**src/rtl/wbu_pkg.sv**
```systemverilog
// Shared constants and length-code helpers for the bus-output codeword path.
package wbu_pkg;

  localparam int unsigned CW   = 36;
  localparam int unsigned CHW  = 6;
  localparam int unsigned REMW = 3;

  localparam logic [1:0] LEN1 = 2'b11;
  localparam logic [1:0] LEN2 = 2'b10;
  localparam logic [1:0] LEN3 = 2'b01;
  localparam logic [1:0] LEN6 = 2'b00;

  // Number of characters following the first one, for a 2-bit length code.
  function automatic logic [REMW-1:0] len_rem(input logic [1:0] code);
    logic [REMW-1:0] r;
    case (code)
      LEN1:    r = REMW'(0);
      LEN2:    r = REMW'(1);
      LEN3:    r = REMW'(2);
      default: r = REMW'(5);
    endcase
    return r;
  endfunction

endpackage

```
**src/rtl/wbu_deword_tx.sv**
```systemverilog
// Serializes 36-bit codewords popped from the output FIFO into 1/2/3/6
// six-bit characters, MSB first, one per clock with no bubble between words.
module wbu_deword_tx
  import wbu_pkg::*;
(
  input  logic            i_clk,
  input  logic            i_reset,
  input  logic            i_stb,
  input  logic [CW-1:0]   i_word,
  output logic            o_rd,
  output logic            o_stb,
  output logic [CHW-1:0]  o_char,
  input  logic            i_busy,
  output logic            o_active
);

  logic            stb_q,  stb_d;
  logic [CHW-1:0]  char_q, char_d;
  logic [CW-1:0]   sreg_q, sreg_d;
  logic [REMW-1:0] rem_q,  rem_d;
  logic            accept_c;

  assign accept_c = stb_q && !i_busy;

  // Pop only when idle, or when the last character of the current word leaves.
  assign o_rd = i_stb && (!stb_q || (accept_c && (rem_q == REMW'(0))));

  always_comb begin
    stb_d  = stb_q;
    char_d = char_q;
    sreg_d = sreg_q;
    rem_d  = rem_q;
    if (o_rd) begin
      stb_d  = 1'b1;
      char_d = i_word[CW-1 -: CHW];
      sreg_d = i_word << CHW;
      rem_d  = len_rem(i_word[CW-1 -: 2]);
    end else if (accept_c) begin
      if (rem_q != REMW'(0)) begin
        char_d = sreg_q[CW-1 -: CHW];
        sreg_d = sreg_q << CHW;
        rem_d  = rem_q - REMW'(1);
      end else begin
        stb_d = 1'b0;
      end
    end
  end

  always_ff @(posedge i_clk or posedge i_reset) begin
    if (i_reset) begin
      stb_q  <= 1'b0;
      char_q <= '0;
      sreg_q <= '0;
      rem_q  <= '0;
    end else begin
      stb_q  <= stb_d;
      char_q <= char_d;
      sreg_q <= sreg_d;
      rem_q  <= rem_d;
    end
  end

  assign o_stb    = stb_q;
  assign o_char   = char_q;
  assign o_active = stb_q;

endmodule

```
**config.mk**
```make
export PLATFORM = sky130hd
export DESIGN_NAME = wbu_deword_tx
export DESIGN_NICKNAME = d
export VERILOG_FILES = /design/src/rtl/wbu_pkg.sv /design/src/rtl/wbu_deword_tx.sv
export SDC_FILE = /design/constraint.sdc
export NUM_CORES = 1
export LEC_CHECK = 0
export ABC_AREA = 0
export BUFFER_PORTS_ARGS = -buffer_cell sky130_fd_sc_hd__clkbuf_2
export CAP_MARGIN = 20
export CORE_UTILIZATION = 40
export CTS_BUF_LIST = sky130_fd_sc_hd__clkbuf_8
export DETAILED_ROUTE_END_ITERATION = 8
export HOLD_SLACK_MARGIN = 0.05
export PLACE_DENSITY_LB_ADDON = 0.3
export SYNTH_ARGS = -nofsm -noshare
export SYNTH_HDL_FRONTEND = slang
export SYNTH_SLANG_ARGS = --single-unit
```
**constraint.sdc**
```tcl
create_clock -name i_clk -period 3.1 [get_ports i_clk]
set_input_delay 0.465 -clock i_clk [delete_from_list [all_inputs] [get_ports i_clk]]
set_output_delay 0.465 -clock i_clk [all_outputs]
set_load 0.02 [all_outputs]
```
Word level (Yosys, flattened, before mapping)
Cells that the tools add are included.
{"block": "totals", "word_cells": 34, "out_inout_bits": 9, "regBits": 46, "inputBits": 40}
{"block": "op_classes", "n_eq_ne": 4, "addsub": 1, "n_reduce_logical": 12, "muxes": 13}
{"operator": "$mux W36", "n": 3}
{"operator": "$mux W6", "n": 3}
{"operator": "$mux W3", "n": 3}
{"operator": "$pmux W3 S3", "n": 1}
{"operator": "$eq A2 B2 Y1 const B", "n": 2}
{"operator": "$reduce_and A2 Y1", "n": 2}
{"operator": "$reduce_bool A2 Y1", "n": 2}
{"operator": "$logic_and A1 B1 Y1", "n": 3}
{"operator": "$logic_not A3 Y1", "n": 1}
{"operator": "$mux W1", "n": 3}
{"operator": "$reduce_bool A3 Y1", "n": 1}
{"operator": "$sub A3 B1 Y3 const B", "n": 1}
{"operator": "$eq A2 B1 Y1 const B", "n": 1}
{"operator": "$logic_not A1 Y1", "n": 2}
{"operator": "$ne A2 B2 Y1 const B", "n": 1}
{"operator": "$logic_or A1 B1 Y1", "n": 1}

Longest topological paths before layout
Gate-level depths: netlist of the first run.
{"block": "logic_depth", "depth_word": 7, "depth_mapped": 7, "ltp_nobuf": 6}

Worst setup path after synthesis of the first run
Ideal clock, no wire load.
{"block": "synth_path", "path_kind": "register -> output", "start": "register rem_q[0]", "end": "output o_rd", "t_required_ns": 2.635, "t_arrival_ns": 1.404, "stages_incl_launch_ff": 7, "setup_slack_ns": 1.231, "n_path_buf": 1, "path_cell_list": "dfrtp_1 > inv_1 > ha_1 > nor3b_2 > o21ai_4 > inv_4 > buf_6"}
{"block": "synth_via", "elab_chain_cells": 4}
{"item": "start: declaration", "line_no": "wbu_deword_tx.sv:20", "source": "logic [REMW-1:0] rem_q, rem_d;"}
{"item": "start signal: assignment", "line_no": "wbu_deword_tx.sv:59", "source": "rem_q <= rem_d;"}
{"item": "$logic_not A3 Y1", "line_no": "wbu_deword_tx.sv:26", "source": "assign o_rd = i_stb && (!stb_q || (accept_c && (rem_q == REMW'(0))));"}
{"item": "$logic_and A1 B1 Y1", "line_no": "wbu_deword_tx.sv:26"}
{"item": "$logic_or A1 B1 Y1", "line_no": "wbu_deword_tx.sv:26"}
{"item": "$logic_and A1 B1 Y1", "line_no": "wbu_deword_tx.sv:26"}
{"item": "end: declaration", "line_no": "wbu_deword_tx.sv:10", "source": "output logic o_rd,"}
Every way passes these cells.

Final worst setup path of the first run
Ends and elaborated chain as after synthesis.

==> impl_metrics.json, run 1 <==
{
  "status": "completed",
  "drv_cap": 0,
  "rsz0062_at_grt": "false",
  "regArea_um2": 1000,
  "grt-busiest-layer": "met2",
  "clockRootBuffer": "clkbuf_8",
  "fp-row-count": 26,
  "io_buffers": 48,
  "synthCells": 221,
  "use_met3": 0.0589,
  "cts_resized": 0,
  "fillers": 517,
  "boundaryPins": 49,
  "gr-usage-all-layers": 0.219,
  "cp_max_fo": 16,
  "grt_overflow": 0,
  "max_slew_margin": 0.400,
  "wl_per_cell_um": 17.1,
  "r2r_slack_ns": 1.05,
  "clock_latency_ns": 0.29,
  "cts_inserted_buffers": 5,
  "multi_input_comb_area_um2": 956,
  "clock_path_buffers": 2,
  "hp-class": "in -> async",
  "tns_ns": 0,
  "cts.sinks": 40,
  "p_leak_nw": 1.05,
  "period_minus_slack_ns": 2.47,
  "syn_area_per_cell_um2": 9.59,
  "hold_slack_ns": 0.276,
  "period_share": 0.798,
  "worst_r2r_path_depth": 5,
  "startpoint_type": "flop",
  "firstDrtPassIters": 4,
  "ir_drop_uv": 340,
  "die_w_um": 74.8,
  "wirelength_um": 5590,
  "power_density_nw_per_um2": 897,
  "drv_slew": 0,
  "met2_usage": 0.326,
  "synth-warning-count": 0,
  "nets": 300,
  "postCtsSetupBuffers": 0,
  "yosysUniqueCellTypes": 27,
  "drive_gt1_frac": 0.266,
  "ys_seq_area_frac": 0.472,
  "die_h_um": 74.8,
  "path_clk_slew_ns": 0.07,
  "antenna_found_initial": 0,
  "tritoncts": "done",
  "routed-via-count": 1950,
  "worstSetupPathType": "reg -> out",
  "setup_viol": 0,
  "grt_use_met1": 0.309,
  "grt_pass1_vias": 1823,
  "rr_startpoint": "rem_q[0]$_DFFE_PP0P_",
  "grt_pass1_wl_um": 9070,
  "avgViaCountPerCell": 5.98,
  "crit_arrival_ns": 2.01,
  "clock.fmax_mhz": 404,
  "ant_nets": 0,
  "gp_congestion": 0.786,
  "dieArea_um2": 5590,
  "skew_ns": 0.00437,
  "grt_max_degree": 41,
  "syn_nets": 263,
  "drc_errors": 0,
  "initialDrtViolationCount": 169,
  "antenna_cells": 0,
  "cp.required_ns": 2.63,
  "initial_utilization": 0.415,
  "cts_hold_buf": 0,
  "cts_max_level": 2,
  "hold_violations": 0,
  "areaGrowthSynthToFinish_pct": 14.9,
  "dp_hpwl_um": 3480,
  "r2r-end": "sreg_q[20]$_DFFE_PP0P_",
  "synth.cell_area_um2": 2120,
  "end_kind": "output port",
  "fp.coreArea_um2": 5110,
  "synth_seq_cells": 40,
  "worst_slew_pin_slew_ns": 0.900
}
flip-flops by register name, indices dropped and copies added (netlist names):
signal,cells
sreg_q,30
o_active,1
rem_q,3
o_char,6
synth_stat cells (all sizes together):
cell type / count / area (um^2)
a211oi: 24 / 180
o21ai: 38 / 201
nand2: 1 / 3.75
mux2: 2 / 22.5
nor3: 1 / 5.00
or3b: 1 / 8.76
ha: 2 / 25.0
nor2b: 2 / 12.5
dfrtp: 40 / 1000
nor3b: 1 / 12.5
inv: 7 / 28.8
nand3: 24 / 120
o211ai: 7 / 52.6
clkbuf: 10 / 37.5
and3: 7 / 43.8
nor2: 3 / 11.3
buf: 15 / 96.3
a221o: 8 / 80.1
a31oi: 24 / 150
nand2b: 2 / 12.5
nand3b: 1 / 7.51
or2: 1 / 6.26
critical path, stage by stage, from the launching register on:
cell	delay (ns)
dfrtp_1	0.37
inv_1	0.10
ha_1	0.21
nor3b_2	0.54
o21ai_4	0.11
inv_4	0.18
clkbuf_2	0.20
per-stage QoR:
step / cell area, um^2 / setup slack, ns / power [mW] / util / cells
2_1_floorplan: 2120 / 1.23 / 1.63 / - / 221
3_3_place_gp: 2370 / 1.01 / 1.86 / 0.463 / 321
3_5_place_dp: 2370 / 0.943 / 1.87 / 0.463 / 321
4_1_cts: 2430 / 0.622 / 2.19 / 0.477 / 326
5_1_grt: 2430 / 0.445 / 2.36 / 0.477 / 326
6_report: 2430 / 0.627 / 2.18 / 0.477 / 326
placed cells by master, fill, tap and decap left out, drive strengths merged:
| cell | Yosys | layout |
|---|---|---|
| a211oi | 24 | 24 |
| a221o | 8 | 8 |
| a31oi | 24 | 24 |
| and3 | 7 | 7 |
| buf | 15 | 7 |
| clkbuf | 10 | 53 |
| dfrtp | 40 | 40 |
| ha | 2 | 2 |
| inv | 7 | 7 |
| mux2 | 2 | 2 |
| nand2 | 1 | 1 |
| nand2b | 2 | 2 |
| nand3 | 24 | 24 |
| nand3b | 1 | 1 |
| nor2 | 3 | 3 |
| nor2b | 2 | 2 |
| nor3 | 1 | 1 |
| nor3b | 1 | 1 |
| o211ai | 7 | 7 |
| o21ai | 38 | 38 |
| or2 | 1 | 1 |
| or3b | 1 | 1 |
area by class of cell:
class	instances	share of cell area
Tap cell	70	0.0360
Timing Repair Buffer	55	0.120
Sequential cell	40	0.411
Multi-Input combinational cell	149	0.393
Inverter	7	0.0118
Clock buffer	5	0.0283
kinds of logic after synthesis:
logic type | Yosys count | synth area share
AOI/OAI and AO/OA | 101 | 0.313
and+or+nand+nor | 44 | 0.115
DFF | 40 | 0.472
buffers and inverters | 32 | 0.0767
muxes | 2 | 0.0106
adders and majority gates | 2 | 0.0118
metal layers:
layer  vias up  share of wire
met5         -              0
met4         0          0.013
met3         6          0.061
met2        64           0.46
met1       961           0.47
li1        919              -
report_power, final:
part	leakage [nW]	total [mW]	switching [mW]	internal, mW
Combinational	0.514	0.961	0.581	0.380
Clock	0.0359	0.317	0.172	0.145
Sequential	0.495	0.906	0.136	0.770
Total	1.05	2.18	0.889	1.30
worst max-delay path by stage:
stage,startpoint,endpoint,cells past startpoint
3_5_place_dp,rem_q[0]$_DFFE_PP0P_,o_rd,6
4_1_cts,rem_q[0]$_DFFE_PP0P_,o_rd,6
5_1_grt,rem_q[0]$_DFFE_PP0P_,o_rd,6
6_report,rem_q[0]$_DFFE_PP0P_,o_rd,6
2_1_floorplan,rem_q[0]$_DFFE_PP0P_,o_rd,6
3_3_place_gp,rem_q[0]$_DFFE_PP0P_,o_rd,6
Power figures use the tool's default switching activity.
==> run 2, diff against run 1 <==
Clock period 3.1 ns to 2.3 ns, I/O delays scaled along.
==> run 2 against run 1 <==
- clock power grew 34%
- global-route usage is essentially flat
- register-to-register slack lost 0.60 ns
- via count is the same
- combinational power grew 40%
- critical endpoint unchanged
- largest power group unchanged
==> impl_metrics.json, run 2 (same netlist as run 1, synthesis figures left out) <==
{
  "postCtsSetupBuffers": 0,
  "wirelength_um": 5460,
  "largest_register_ff_count": 30,
  "cts_inserted_buffers": 5,
  "ant_nets": 0,
  "path_depth": 6,
  "clock.fmax_mhz": 476,
  "hp-class": "in -> async",
  "tns_ns": 0,
  "fp-row-count": 26,
  "fp.coreArea_um2": 5110,
  "avgViaCountPerCell": 5.91,
  "nets": 304,
  "crit_slowest_cell": "dfrtp_1",
  "period_share": 0.914,
  "firstDrtPassIters": 4,
  "p_leak_nw": 1.07,
  "clock_latency_ns": 0.29,
  "worst_r2r_path_depth": 5,
  "initial_utilization": 0.415,
  "drv_cap": 0,
  "cts_resized": 0,
  "path_cells": "inv_1, ha_1, nor3b_2, o21ai_4, inv_4, clkbuf_2",
  "antenna_cells": 0,
  "critPathMaxStageDelay_ns": 0.38,
  "cp_top_family": "buffers and inverters",
  "max_slew_margin": 0.581,
  "ir_drop_uv": 456,
  "worst_slew_pin_slew_ns": 0.626,
  "rsz0062_at_grt": "false",
  "cts_max_level": 2,
  "grt_pass1_wl_um": 9110,
  "dp_slack_ns": 0.468,
  "skew_ns": 0.00418,
  "grt_max_degree": 41,
  "boundaryPins": 49,
  "initialDrtViolationCount": 112,
  "grt_overflow": 0,
  "tritoncts": "done",
  "drive_gt1_frac": 0.277,
  "dieArea_um2": 5590,
  "die_w_um": 74.8,
  "status": "completed",
  "setup_viol": 0,
  "p_total_mw": 3.01,
  "power_density_nw_per_um2": 1210,
  "final_cell_mix": "48 x clkbuf_2, 40 x dfrtp_1, 37 x o21ai_0",
  "die_h_um": 74.8,
  "drv_slew": 0,
  "worstSetupPathType": "reg -> out",
  "clock_path_buffers": 2,
  "cp.required_ns": 1.96,
  "drc_errors": 0,
  "cts_hold_buf": 0,
  "gp_congestion": 0.787,
  "final_common_cell": "clkbuf_2",
  "dp_hpwl_um": 3610,
  "routed-via-count": 1950,
  "path_clk_slew_ns": 0.07,
  "cp_max_fo": 16,
  "grt_pass1_vias": 1856,
  "gr-usage-all-layers": 0.218,
  "io_buffers": 48,
  "period_minus_slack_ns": 2.10,
  "areaGrowthSynthToFinish_pct": 16.9,
  "cts.sinks": 40,
  "hold_violations": 0,
  "crit_arrival_ns": 1.76,
  "setup_slack_ns": 0.197,
  "startpoint_type": "flop",
  "end_kind": "output port",
  "antenna_found_initial": 0,
  "clockRootBuffer": "clkbuf_8",
  "regMostFlops": "sreg_q",
  "wl_per_cell_um": 16.5,
  "path_buf_inv": 3
}
[run 2: cell count changes in the layout (fill, tap and decap cells not counted), sizes merged]
cell	change
buf	+4
[run 2: path summary, 6_finish.rpt]
check                                      startpoint                endpoint  slack (ns)
max in group asynchronous                     i_reset  sreg_q[28]$_DFFE_PP0P_        1.80
worst max register to register   rem_q[0]$_DFFE_PP0P_  sreg_q[34]$_DFFE_PP0P_        0.45
worst min register to register  o_char[3]$_DFFE_PP0P_   o_char[3]$_DFFE_PP0P_        0.51
worst max-delay path             rem_q[0]$_DFFE_PP0P_                    o_rd        0.20
min in group i_clk                         i_word[32]   o_char[2]$_DFFE_PP0P_        0.28
worst min-delay path                          i_reset   sreg_q[9]$_DFFE_PP0P_        0.14
[run 2: worst reg2reg max path: cells and delay by family (launching register included)]
| kind | cells | cell delay [ns] |
|---|---|---|
| and+or+nand+nor | 1 | 0.23 |
| buffers and inverters | 1 | 0.11 |
| DFF | 1 | 0.38 |
| AOI/OAI and AO/OA | 2 | 0.85 |
| adders and majority gates | 1 | 0.22 |
[run 2: report_power, final]
group / leakage [nW] / internal, mW / total [mW] / switching (mW)
Sequential: 0.495 / 1.04 / 1.23 / 0.189
Combinational: 0.538 / 0.555 / 1.35 / 0.798
Clock: 0.0359 / 0.196 / 0.425 / 0.229
[run 2: through the flow]
| stage | utilization | hold slack (ns) | instance area [um^2] | cells |
|---|---|---|---|---|
| after global placement | 0.472 | 0.481 | 2410 | 325 |
| after CTS | 0.485 | 0.170 | 2480 | 330 |
| after floorplan | - | 0.470 | 2120 | 221 |
| final | 0.485 | 0.140 | 2480 | 330 |
| after detailed placement | 0.472 | 0.482 | 2410 | 325 |
| after global routing | 0.485 | 0.208 | 2480 | 330 |
[run 2: routing by layer]
layer | part of all wire | vias to the layer above | GRT usage
met5 | 0 | - | 0
met4 | 0.016 | 0 | 0.0797
met3 | 0.068 | 11 | 0.0562
met2 | 0.46 | 70 | 0.323
met1 | 0.45 | 943 | 0.309
li1 | - | 926 | -
[run 2: layout make-up]
cell class / count / area (um^2)
clock buffers: 5 / 68.8
fillers: 502 / 2630
inverters: 7 / 28.8
multi-input cells: 149 / 956
flip-flops and latches: 40 / 1000
well taps: 70 / 87.6
repair buffers: 59 / 335
